==> config.mk <==
export PLATFORM = sky130hd
export DESIGN_NAME = logs_sequencer
export DESIGN_NICKNAME = d
export VERILOG_FILES = /design/src/rtl/logs_sequencer.sv
export SDC_FILE = /design/constraint.sdc
export NUM_CORES = 1
export LEC_CHECK = 0
export BUFFER_PORTS_ARGS = -buffer_cell sky130_fd_sc_hd__buf_2
export CAP_MARGIN = 30
export CORE_MARGIN = 3
export CORE_UTILIZATION = 60
export CTS_CLUSTER_SIZE = 10
export DETAILED_ROUTE_END_ITERATION = 10
export PLACE_DENSITY = 0.86
export SETUP_SLACK_MARGIN = 0.3
export SLEW_MARGIN = 20
export SYNTH_ARGS = -nofsm -noshare
export SYNTH_HDL_FRONTEND = slang
export SYNTH_SLANG_ARGS = --single-unit
==> constraint.sdc <==
create_clock -name clk -period 7.3 [get_ports clk]
set_input_delay 0.365 -clock clk [delete_from_list [all_inputs] [get_ports clk]]
set_output_delay 0.365 -clock clk [all_outputs]
set_load 0.02 [all_outputs]
==> src/rtl/logs_sequencer.sv <==
// Step sequencer: plays a STEPS-deep pattern of N-bit voice masks, one step per TEMPO clocks,
// and applies each mask to the voice gates only on a mixer frame boundary.
module logs_sequencer #(
    parameter int N     = 1,
    parameter int STEPS = 8,
    parameter int TW    = 16
) (
    input  logic                     clk,
    input  logic                     reset_n,
    input  logic                     pat_we,
    input  logic [$clog2(STEPS)-1:0] pat_addr,
    input  logic [N-1:0]             pat_data,
    input  logic                     tempo_we,
    input  logic [TW-1:0]            tempo_in,
    input  logic                     loop,
    input  logic                     start,
    input  logic                     stop,
    input  logic                     frame_tick,
    output logic [N-1:0]             voice_en,
    output logic [$clog2(STEPS)-1:0] step_idx,
    output logic                     step_stb,
    output logic                     busy
);

    localparam int AW = $clog2(STEPS);
    localparam logic [AW-1:0] LAST_IDX = AW'(STEPS - 1);
    localparam logic [TW-1:0] ONE_TW   = TW'(1'b1);

    typedef enum logic {
        IDLE = 1'b0,
        PLAY = 1'b1
    } state_t;

    state_t        state_q, state_d;
    logic [AW-1:0] step_idx_q, step_idx_d;
    logic [TW-1:0] count_q, count_d;
    logic [TW-1:0] tempo_q, tempo_d;
    logic [TW-1:0] step_len_q, step_len_d;
    logic [N-1:0]  pending_q, pending_d;
    logic [N-1:0]  voice_en_q, voice_en_d;
    logic          step_stb_q, step_stb_d;
    logic          busy_q, busy_d;
    logic [N-1:0]  pattern_q [STEPS];

    logic [TW-1:0] tempo_eff_s;
    logic [AW-1:0] step_nxt_s;
    logic          step_end_s;

    // Step length is latched at step entry, so a tempo write never stretches the step in progress.
    assign tempo_eff_s = (tempo_q == '0) ? ONE_TW : tempo_q;
    assign step_nxt_s  = step_idx_q + AW'(1'b1);
    assign step_end_s  = (count_q == (step_len_q - ONE_TW));

    // Pattern RAM write port; storage is deliberately not reset.
    always_ff @(posedge clk) begin
        if (pat_we) begin
            pattern_q[pat_addr] <= pat_data;
        end
    end

    // Next-state and datapath decode for the IDLE/PLAY sequencer.
    always_comb begin
        state_d    = state_q;
        step_idx_d = step_idx_q;
        count_d    = count_q;
        pending_d  = pending_q;
        voice_en_d = voice_en_q;
        step_len_d = step_len_q;
        step_stb_d = 1'b0;
        tempo_d    = tempo_we ? tempo_in : tempo_q;
        case (state_q)
            IDLE: begin
                voice_en_d = '0;
                if (stop) begin
                    step_idx_d = '0;
                end else if (start) begin
                    state_d    = PLAY;
                    step_idx_d = '0;
                    count_d    = '0;
                    pending_d  = pattern_q[0];
                    step_len_d = tempo_eff_s;
                end else begin
                    state_d = IDLE;
                end
            end
            PLAY: begin
                if (stop) begin
                    state_d    = IDLE;
                    voice_en_d = '0;
                    step_idx_d = '0;
                    count_d    = '0;
                end else begin
                    // The mask applied here is the one pending before this edge.
                    if (frame_tick) begin
                        voice_en_d = pending_q;
                    end else begin
                        voice_en_d = voice_en_q;
                    end
                    if (start) begin
                        step_idx_d = '0;
                        count_d    = '0;
                        pending_d  = pattern_q[0];
                        step_len_d = tempo_eff_s;
                    end else if (step_end_s) begin
                        count_d    = '0;
                        step_stb_d = 1'b1;
                        step_len_d = tempo_eff_s;
                        if ((step_idx_q != LAST_IDX) || loop) begin
                            step_idx_d = step_nxt_s;
                            pending_d  = pattern_q[step_nxt_s];
                        end else begin
                            state_d    = IDLE;
                            voice_en_d = '0;
                            step_idx_d = '0;
                        end
                    end else begin
                        count_d = count_q + ONE_TW;
                    end
                end
            end
            default: begin
                state_d    = IDLE;
                voice_en_d = '0;
                step_idx_d = '0;
                count_d    = '0;
            end
        endcase
        busy_d = (state_d == PLAY);
    end

    // State and output registers.
    always_ff @(posedge clk or negedge reset_n) begin
        if (!reset_n) begin
            state_q    <= IDLE;
            step_idx_q <= '0;
            count_q    <= '0;
            tempo_q    <= ONE_TW;
            step_len_q <= ONE_TW;
            pending_q  <= '0;
            voice_en_q <= '0;
            step_stb_q <= 1'b0;
            busy_q     <= 1'b0;
        end else begin
            state_q    <= state_d;
            step_idx_q <= step_idx_d;
            count_q    <= count_d;
            tempo_q    <= tempo_d;
            step_len_q <= step_len_d;
            pending_q  <= pending_d;
            voice_en_q <= voice_en_d;
            step_stb_q <= step_stb_d;
            busy_q     <= busy_d;
        end
    end

    assign voice_en = voice_en_q;
    assign step_idx = step_idx_q;
    assign step_stb = step_stb_q;
    assign busy     = busy_q;

endmodule

# Word-level counts from Yosys, hierarchy flattened
# Memories as Yosys holds them, arrays and structs flattened.
# Index checks and enable logic that the tools add are counted.
# totals
regBits,55
word_cells,74
ramBits,8
memories,1
# classes
eq_ne,9
addsub,3
reduce_logical,6
muxes,46
bitwise,1
# mem_list
memory,depth,word_bits,rd,rd_clocked_by_memory_dff,wr,line,source
pattern_q,8,1,2,0,1,43,logic [N-1:0] pattern_q [STEPS];
# ops
cell,n
$mux 16,11
$pmux 16 s2,2
$mux 1,23
$mux 3,6
$add 16x1->16 const B,1
$eq 16x16->1,1
$logic_not 16->1,1
$sub 16x1->16 const B,1
$ne 2x2->1 const B,3
$ne 3x2->1 const B,2
$ne 3x3->1 const B,2
$pmux 1 s2,3
$pmux 3 s2,1
$reduce_and 5->1,1
$ne 4x3->1 const B,1
$reduce_and 2->1,2
$reduce_and 4->1,1
$add 3x1->3 const B,1
$logic_or 1x1->1,1
$not 1->1,1

# Depth between registers and ports, before layout
# Gate-level depths: netlist (run 1).
# logic_depth
depth_word,7
mapped_depth,12

# Worst setup path before layout (run 1)
# No wires, ideal clock.
# synth_path
kind,reg-to-reg
start,register step_len_q[2]
end,register step_len_q[10]
arrival_ps,3025
synth_period_minus_slack_ps,3150
stages_incl_launch_ff,11
n_path_buf,2
setup_slack_ps,4150
cell_sequence,dfrtp_1 > or4_1 > or3_4 > a2111oi_4 > o211ai_2 > nor4_4 > nand3_2 > a21o_1 > buf_6 > buf_12 > mux2_4
# synth_via
elab_chain_cells,4
# synth_lines
element,line,source
start: declaration,38,"logic [TW-1:0] step_len_q, step_len_d;"
start signal: assignment,148,step_len_q <= step_len_d;
$sub 16x1->16,52,assign step_end_s = (count_q == (step_len_q - ONE_TW));
$eq 16x16->1,52,
$ne 3x2->1 (no source line),--,
$reduce_and 4->1 (no source line),--,
# No other way between the ends.
# A chain may end at the register's enable or synchronous reset.

# Worst setup path in the final report (run 1)
# Same ends and word-level chain as after synthesis.

==> summary.txt, run 1 <==
Run status
  – Status: finished, final reports clean

CTS
  – Setup Buffers After CTS: 0
  – Bufs on Longest Clock Path: 2
  – Clk_lat worst skew: 360 ps
  – CTS root buffer: clkbuf_8
  – H-tree depth: 3
  – TritonCTS clock tree: done
  – CTS Buf Count: 9
  – Clock sinks: 63
  – Cts-stage hold buffer count: 0
  – Number of gates resized after cts: 0
  – Clock transition at path regs: 80 ps

Pwr
  – Clock Power Share: 31.9%
  – Switching Fraction: 30.8%
  – PwrDens: 221 mW/mm2
  – Peak VDD IR: 0.199 mV
  – Sw power: 0.000259 W
  – Gate power share: 17.5%
  – Pint: 0.000584 W
  – Leakage: 1.58 nW
  – Flop pwr share: 50.6%

Die
  – Initial Util: 64.6%
  – Row Count: 26
  – Core area: 0.00534 mm2
  – Total Die Area: 0.00669 mm2
  – Die Wd: 81.8 um
  – # IOs: 34
  – Die height: 81.8 um

Synthesis
  – Adder-cell share of the synthesized area: 1.45%
  – Synth Flop Type: dfrtp_1
  – Cells after Synth: 312
  – Seq/Total Area, Yosys: 47.0%
  – Synth Area per Inst: 11.0 um2
  – Synth Area in Compound Gates: 9.15%
  – Syn_nets: 344
  – Main combinational cell family by area after synthesis: simple AND/OR/NAND/NOR gates
  – EDFF count, synth: 8
  – Post-Syn Area: 0.00344 mm2
  – Netlist cell types: 51
  – Asr flop ratio synth: 87.3%
  – Post-synthesis mux area share: 15.9%
  – Synth cell count leaders: dfrtp_1 (53), mux2_2 (25), nand3_1 (23), nor2_1 (23), nand2_1 (21)
  – Synth Area in Simple Gates: 19.3%
  – Yosys warns: 0
  – Most common cell in the netlist: dfrtp_1
  – Top-area cell type share of the netlist area: 38.5%
  – Synthesized flop and latch total: 63
  – Xor/xnor share of the synthesized area: 4.58%
  – Top cells by area, synth: dfrtp_1 (39%), mux2_2 (8.2%), edfxtp_1 (7.0%)
  – Cell taking the most area after synthesis: dfrtp_1

Drt
  – Antenna Nets Post-Route: 0
  – Total iterations of the first detailed-routing run: 5
  – DR iter-0 viols: 149
  – WL/cell: 16.8 um
  – Via count: 2539
  – Post-Route WL: 7040 um
  – Vias per cell: 6.05
  – DRC viols: 0

STA
  – Final setup margin: 3830 ps
  – Min Tclk post-route: 3470 ps
  – Period utilization: 47.6%
  – Worst slew margin: 45.3%
  – Hold Vio Cnt, Final: 0
  – Final Skew: 13.1 ps
  – RSZ-0062 raised after global routing: no
  – Slew Viols, Final: 0
  – Measured slew at the worst slew-check pin: 821 ps
  – # setup viols final: 0
  – Fmax: 288 MHz
  – TNS Setup: 0 ps

Global routing
  – Grt total ovfl: 0
  – Largest net degree at the start of global routing: 56
  – Global Route Usage Sum: 23.8%
  – Initial antenna violation count: 0
  – First-pass GRT wire length: 11800 um
  – Vias in the first global route: 2494

Layout
  – Number of antenna repair diodes: 0
  – Final Core Density: 71.5%
  – Synth-to-Final Area Change: 10.8%
  – FILL cells: 399
  – Design area: 0.00381 mm2
  – Final #Nets: 377
  – Layout cell share with drive strength beyond 1: 27.1%

Job
  – Max Cap Viol: 0

Worst setup path
  – Kind of critical path: reg2reg
  – CP Capture Type: flop
  – R2R Setup Slk: 3830 ps
  – Crit-path max FO: 17
  – Arrival time at the worst endpoint: 3710 ps
  – CP startpoint kind: flop
  – Critical path required time: 7530 ps

Placement
  – DP Wirelength: 5010 um
  – Buffers on Ports: 33
  – DP Area: 0.00364 mm2
  – Dpl ws: 3830 ps
  – GP Congestion: 0.930

Worst hold path
  – Min-Delay Path Class: in2async
==> metal layers <==
layer / track usage [%] / vias to the layer above / share of wire, %
met4: 6.98 / 0 / 1.1
li1: - / 1225 / -
met2: 37.6 / 62 / 49
met5: 0 / - / 0
met1: 31.7 / 1242 / 46
met3: 7.24 / 10 / 4.4
==> power by group through the flow <==
stage | sequential (W) | combinational (W) | clock [W]
after floorplan | 0.000419 | 0.000116 | 0
after global placement | 0.000428 | 0.000142 | 0
after detailed placement | 0.000432 | 0.000147 | 0
after CTS | 0.000426 | 0.000148 | 0.000274
after global routing | 0.000431 | 0.000164 | 0.000292
final | 0.000426 | 0.000148 | 0.000269
==> area by class of cell <==
class / count / area, um2 / share of cell area (%)
clock buffer: 9 / 124 / 3.25
timing repair buffer: 35 / 180 / 4.72
clock inverter: 7 / 48.8 / 1.28
multi-input combinational: 231 / 1740 / 45.5
inverter: 5 / 18.8 / 0.492
sequential: 63 / 1620 / 42.4
tap: 70 / 87.6 / 2.30
==> metrics by stage <==
step / hold WS [ps] / cells / total power [W]
2_1_floorplan: 69.4 / 312 / 0.000535
3_3_place_gp: 515 / 404 / 0.000570
3_5_place_dp: 523 / 404 / 0.000579
4_1_cts: 147 / 420 / 0.000848
5_1_grt: 177 / 420 / 0.000887
6_report: 122 / 420 / 0.000843
==> cells by family after synthesis <==
kind of cell | after synthesis
AOI/OAI and AO/OA | 41
muxes | 45
buffers and inverters | 18
adders and majority gates | 4
xor gates and xnor gates | 18
DFF | 63
and+or+nand+nor | 123
==> path summary, 6_finish.rpt <==
| kind | start | to | depth (start not counted) |
|---|---|---|---|
| max | step_len_q[2]$_DFFE_PN0P_ | step_len_q[10]$_DFFE_PN0P_ | 8 |
| min | reset_n | count_q[1]$_DFFE_PN0P_ | 2 |
| max reg2reg | step_len_q[2]$_DFFE_PN0P_ | step_len_q[10]$_DFFE_PN0P_ | 8 |
| min reg2reg | tempo_q[12]$_DFFE_PN0P_ | step_len_q[12]$_DFFE_PN0P_ | 1 |
| max in group asynchronous | reset_n | step_len_q[10]$_DFFE_PN0P_ | 2 |
| min in group clk | tempo_in[7] | tempo_q[7]$_DFFE_PN0P_ | 2 |
==> sequential cells by signal (all words and copies together) (netlist names) <==
| register | count |
|---|---|
| step_idx | 3 |
| step_len_q | 16 |
| voice_en | 1 |
| count_q | 16 |
| pattern_q | 8 |
| tempo_q | 16 |
| busy | 1 |
| step_stb | 1 |
| pending_q | 1 |
==> worst max-delay path: stages (launching register included) <==
cell       delay (ps)
dfrtp_1           450
or4_1             550
or3_4             400
a2111oi_4         390
o211ai_2          170
nor4_4            350
nand3_2           140
a21o_1            490
mux2_4            410
==> layout by cell type, fill, tap and decap left out, types with 3 or more instances in the layout <==
cell and instances:
dfrtp_1 53, buf_2 33, mux2_2 25, nand3_1 23, nor2_1 22, nand2_1 21, xnor2_1 13, nor3_1 11
mux2i_1 10, and3_1 9, clkbuf_8 9, mux2_4 8, edfxtp_1 8, nor4_1 7, o21ai_0 7, o311ai_0 7
nand3b_1 6, inv_1 5, nand2b_1 5, xor2_1 5, a21oi_1 5, o22ai_1 4, ha_1 4, nor2b_1 3
a31oi_1 3, a211oi_1 3, clkinvlp_4 3
Note: power is estimated with default switching activity, not from simulation.
==> inputs of run 2 (changes only) <==
--- a/config.mk
+++ b/config.mk
@@ -8,10 +8,10 @@
 export BUFFER_PORTS_ARGS = -buffer_cell sky130_fd_sc_hd__buf_2
 export CAP_MARGIN = 30
 export CORE_MARGIN = 3
-export CORE_UTILIZATION = 60
+export CORE_UTILIZATION = 53
 export CTS_CLUSTER_SIZE = 10
 export DETAILED_ROUTE_END_ITERATION = 10
-export PLACE_DENSITY = 0.86
+export PLACE_DENSITY = 0.81
 export SETUP_SLACK_MARGIN = 0.3
 export SLEW_MARGIN = 20
 export SYNTH_ARGS = -nofsm -noshare
==> constraint.sdc (replaced) <==
create_clock -name clk -period 3 [get_ports clk]
set_input_delay 0.15 -clock clk [delete_from_list [all_inputs] [get_ports clk]]
set_output_delay 0.15 -clock clk [all_outputs]
set_load 0.02 [all_outputs]
==> run 2 against run 1 <==
  * The flow now finishes with violations (negative setup slack)
  * Core utilization decreased by 1.1 points
  * Sequential share of layout area fell by 4.7 points
  * Total power rose to 2.7 times the previous value
  * Routed wire length up 13%
  * Critical endpoint is now step_len_q[14]$_DFFE_PN0P_
==> summary.txt, run 2 (synthesis results as in run 1) <==
Layout
  – Final #Nets: 399 (was 377)
  – Largest regs: count_q: 16 flops, step_len_q: 16 flops, tempo_q: 16 flops (unchanged)
  – Layout cell share with drive strength beyond 1: 37.9% (was 27.1%)
  – Most common cell after layout, fill and taps aside: dfrtp_1 (unchanged)
  – Final Core Density: 70.4% (was 71.5%)
  – Synth-to-Final Area Change: 24.6% (was 10.8%)
  – Number of antenna repair diodes: 0 (unchanged)
  – Design area: 0.00429 mm2 (was 0.00381 mm2)
  – Most frequent cells in the layout: dfrtp_1 (53), buf_2 (33), mux2_2 (25), nor2_1 (23), nand2_1 (20) (was dfrtp_1 (53), buf_2 (33), mux2_2 (25), nand3_1 (23), nor2_1 (22))

CTS
  – TritonCTS clock tree: done (unchanged)
  – Bufs on Longest Clock Path: 2 (unchanged)
  – Clock sinks: 63 (unchanged)
  – CTS root buffer: clkbuf_8 (unchanged)
  – CTS Buf Count: 9 (unchanged)
  – H-tree depth: 3 (unchanged)
  – Clock transition at path regs: 80 ps (about the same)
  – Clk_lat worst skew: 360 ps (about the same)

Worst setup path
  – Kind of critical path: reg2reg (unchanged)
  – CP startpoint kind: flop (unchanged)
  – RR Startpoint: step_len_q[0]$_DFFE_PN1P_ (was step_len_q[2]$_DFFE_PN0P_)
  – Arrival time at the worst endpoint: 3290 ps (was 3710 ps)
  – CP Capture Type: flop (unchanged)
  – Crit-path max FO: 17 (unchanged)
  – Critical path required time: 3250 ps (was 7530 ps)
  – Worst Setup SP: step_len_q[0]$_DFFE_PN1P_ (was step_len_q[2]$_DFFE_PN0P_)

STA
  – Hold Vio Cnt, Final: 0 (unchanged)
  – Slew Viols, Final: 0 (unchanged)
  – Fmax: 329 MHz (was 288 MHz)
  – Period utilization: 101% (was 47.6%)
  – Final Skew: 9.46 ps (was 13.1 ps)
  – Min Tclk post-route: 3040 ps (was 3470 ps)
  – Measured slew at the worst slew-check pin: 826 ps (was 821 ps)
  – Final setup margin: -36.3 ps (was 3830 ps)
  – Hold Slack: 16.9 ps (was 122 ps)
  – # setup viols final: 15 (was 0)
  – RSZ-0062 raised after global routing: yes (was no)
  – Worst slew margin: 44.9% (was 45.3%)

Die
  – Die height: 86.6 um (was 81.8 um)
  – # IOs: 34 (unchanged)
  – Die Wd: 86.6 um (was 81.8 um)
  – Total Die Area: 0.00750 mm2 (was 0.00669 mm2)
  – Core area: 0.00610 mm2 (was 0.00534 mm2)
  – Initial Util: 56.5% (was 64.6%)
  – Row Count: 28 (was 26)

Drt
  – Via count: 2668 (was 2539)
  – Max layer used: met4 (unchanged)
  – DR iter-0 viols: 168 (was 149)
  – Met3 Wirelength: 341 um (was 307 um)
  – DRC viols: 0 (unchanged)
  – Post-Route WL: 7970 um (was 7040 um)
  – Met2 WL post-DR: 3850 um (was 3450 um)
  – Met1 WL: 3600 um (was 3210 um)
  – WL/cell: 17.8 um (was 16.8 um)
  – Vias per cell: 5.97 (was 6.05)
  – Total iterations of the first detailed-routing run: 5 (unchanged)
  – Antenna Nets Post-Route: 0 (unchanged)

Placement
  – GP Congestion: 0.869 (was 0.930)
  – DP Area: 0.00377 mm2 (was 0.00364 mm2)
  – Buffers on Ports: 33 (unchanged)
  – DP Wirelength: 5120 um (was 5010 um)

Pwr
  – Peak VDD IR: 0.363 mV (was 0.199 mV)
  – Leakage: 1.77 nW (was 1.58 nW)
  – PwrDens: 523 mW/mm2 (was 221 mW/mm2)

Global routing
  – Grt total ovfl: 0 (unchanged)
  – Largest net degree at the start of global routing: 38 (was 56)
  – Initial antenna violation count: 0 (unchanged)
  – First-pass GRT wire length: 12900 um (was 11800 um)
  – Global Route Usage Sum: 22.3% (was 23.8%)
  – Vias in the first global route: 2636 (was 2494)

Job
  – Max Cap Viol: 0 (unchanged)

Worst hold path
  – Min-Delay Path Class: in2reg (was in2async)
  – HP Start: tempo_in[13]

Run status
  – Status: finished, violations left (was finished, final reports clean)
  – Failing checks: negative setup slack
run 2: cell count changes in the layout (fill, tap and decap cells not counted), moves of 4 or more:
cell,previous run,this run
nand3_1,23,15
buf_4,2,16
nand3_2,1,7
a21oi_1,5,1
o311ai_0,7,0
run 2: worst paths after layout:
path / to / slack (ps) / cells past startpoint
max in group asynchronous: count_q[6]$_DFFE_PN0P_ / 1820 / 3
setup / recovery: step_len_q[14]$_DFFE_PN0P_ / -40 / 9
min in group asynchronous: step_idx[2]$_DFFE_PN0P_ / 420 / 2
hold / removal: tempo_q[13]$_DFFE_PN0P_ / 20 / 2
hold reg to reg: step_len_q[12]$_DFFE_PN0P_ / 540 / 1
setup reg to reg: step_len_q[14]$_DFFE_PN0P_ / -40 / 9
run 2: worst max-delay path: stages (launching register included):
cell and delay (ps):
dfstp_2 370, or4_4 520, or3_4 390, a2111oi_4 400, o211ai_2 180, nor4_4 270, nand3_2 130, a21o_1 210
buf_12 160, mux2_4 300
run 2: area by class of cell:
class	count	area [um2]
clock buffers	10	128
flip-flops and latches	63	1620
clock inverters	6	70.1
inverters	5	18.8
fillers	429	1810
multi-input cells	231	1930
repair buffers	57	433
well taps	75	93.8
run 2: where the power goes:
| group | total [W] | internal [W] | leakage, nW | switching [W] |
|---|---|---|---|---|
| registers | 0.00102 | 0.000941 | 0.761 | 0.0000802 |
| clock network | 0.000751 | 0.000387 | 0.0891 | 0.000363 |
| logic | 0.000471 | 0.000238 | 0.920 | 0.000233 |
| total | 0.00224 | 0.00157 | 1.77 | 0.000677 |
run 2: per-stage QoR:
| step | setup TNS (ps) | setup slack, ps | cells | power, W |
|---|---|---|---|---|
| after floorplan | -313 | -39.1 | 312 | 0.00130 |
| after global placement | 0 | 27.2 | 422 | 0.00142 |
| after detailed placement | -86.4 | -13.4 | 422 | 0.00145 |
| after CTS | 0 | 8.11 | 446 | 0.00223 |
| after global routing | -2010 | -115 | 447 | 0.00234 |
| final | -329 | -36.3 | 447 | 0.00224 |
run 2: layer usage:
layer,global-route usage [%],vias to the layer above
li1,-,1269
met1,29.2,1320
met2,36.0,62
met3,5.51,17
met4,8.22,0
met5,0,-
run 2: what timing repair did:
action	CTS	global route
hold endpoints to repair	34	0
pin swaps	12	8
setup endpoints to repair	35	37
setup buffers	4	1
hold buffers	1	0
gates resized for setup	23	21
gates cloned	3	0
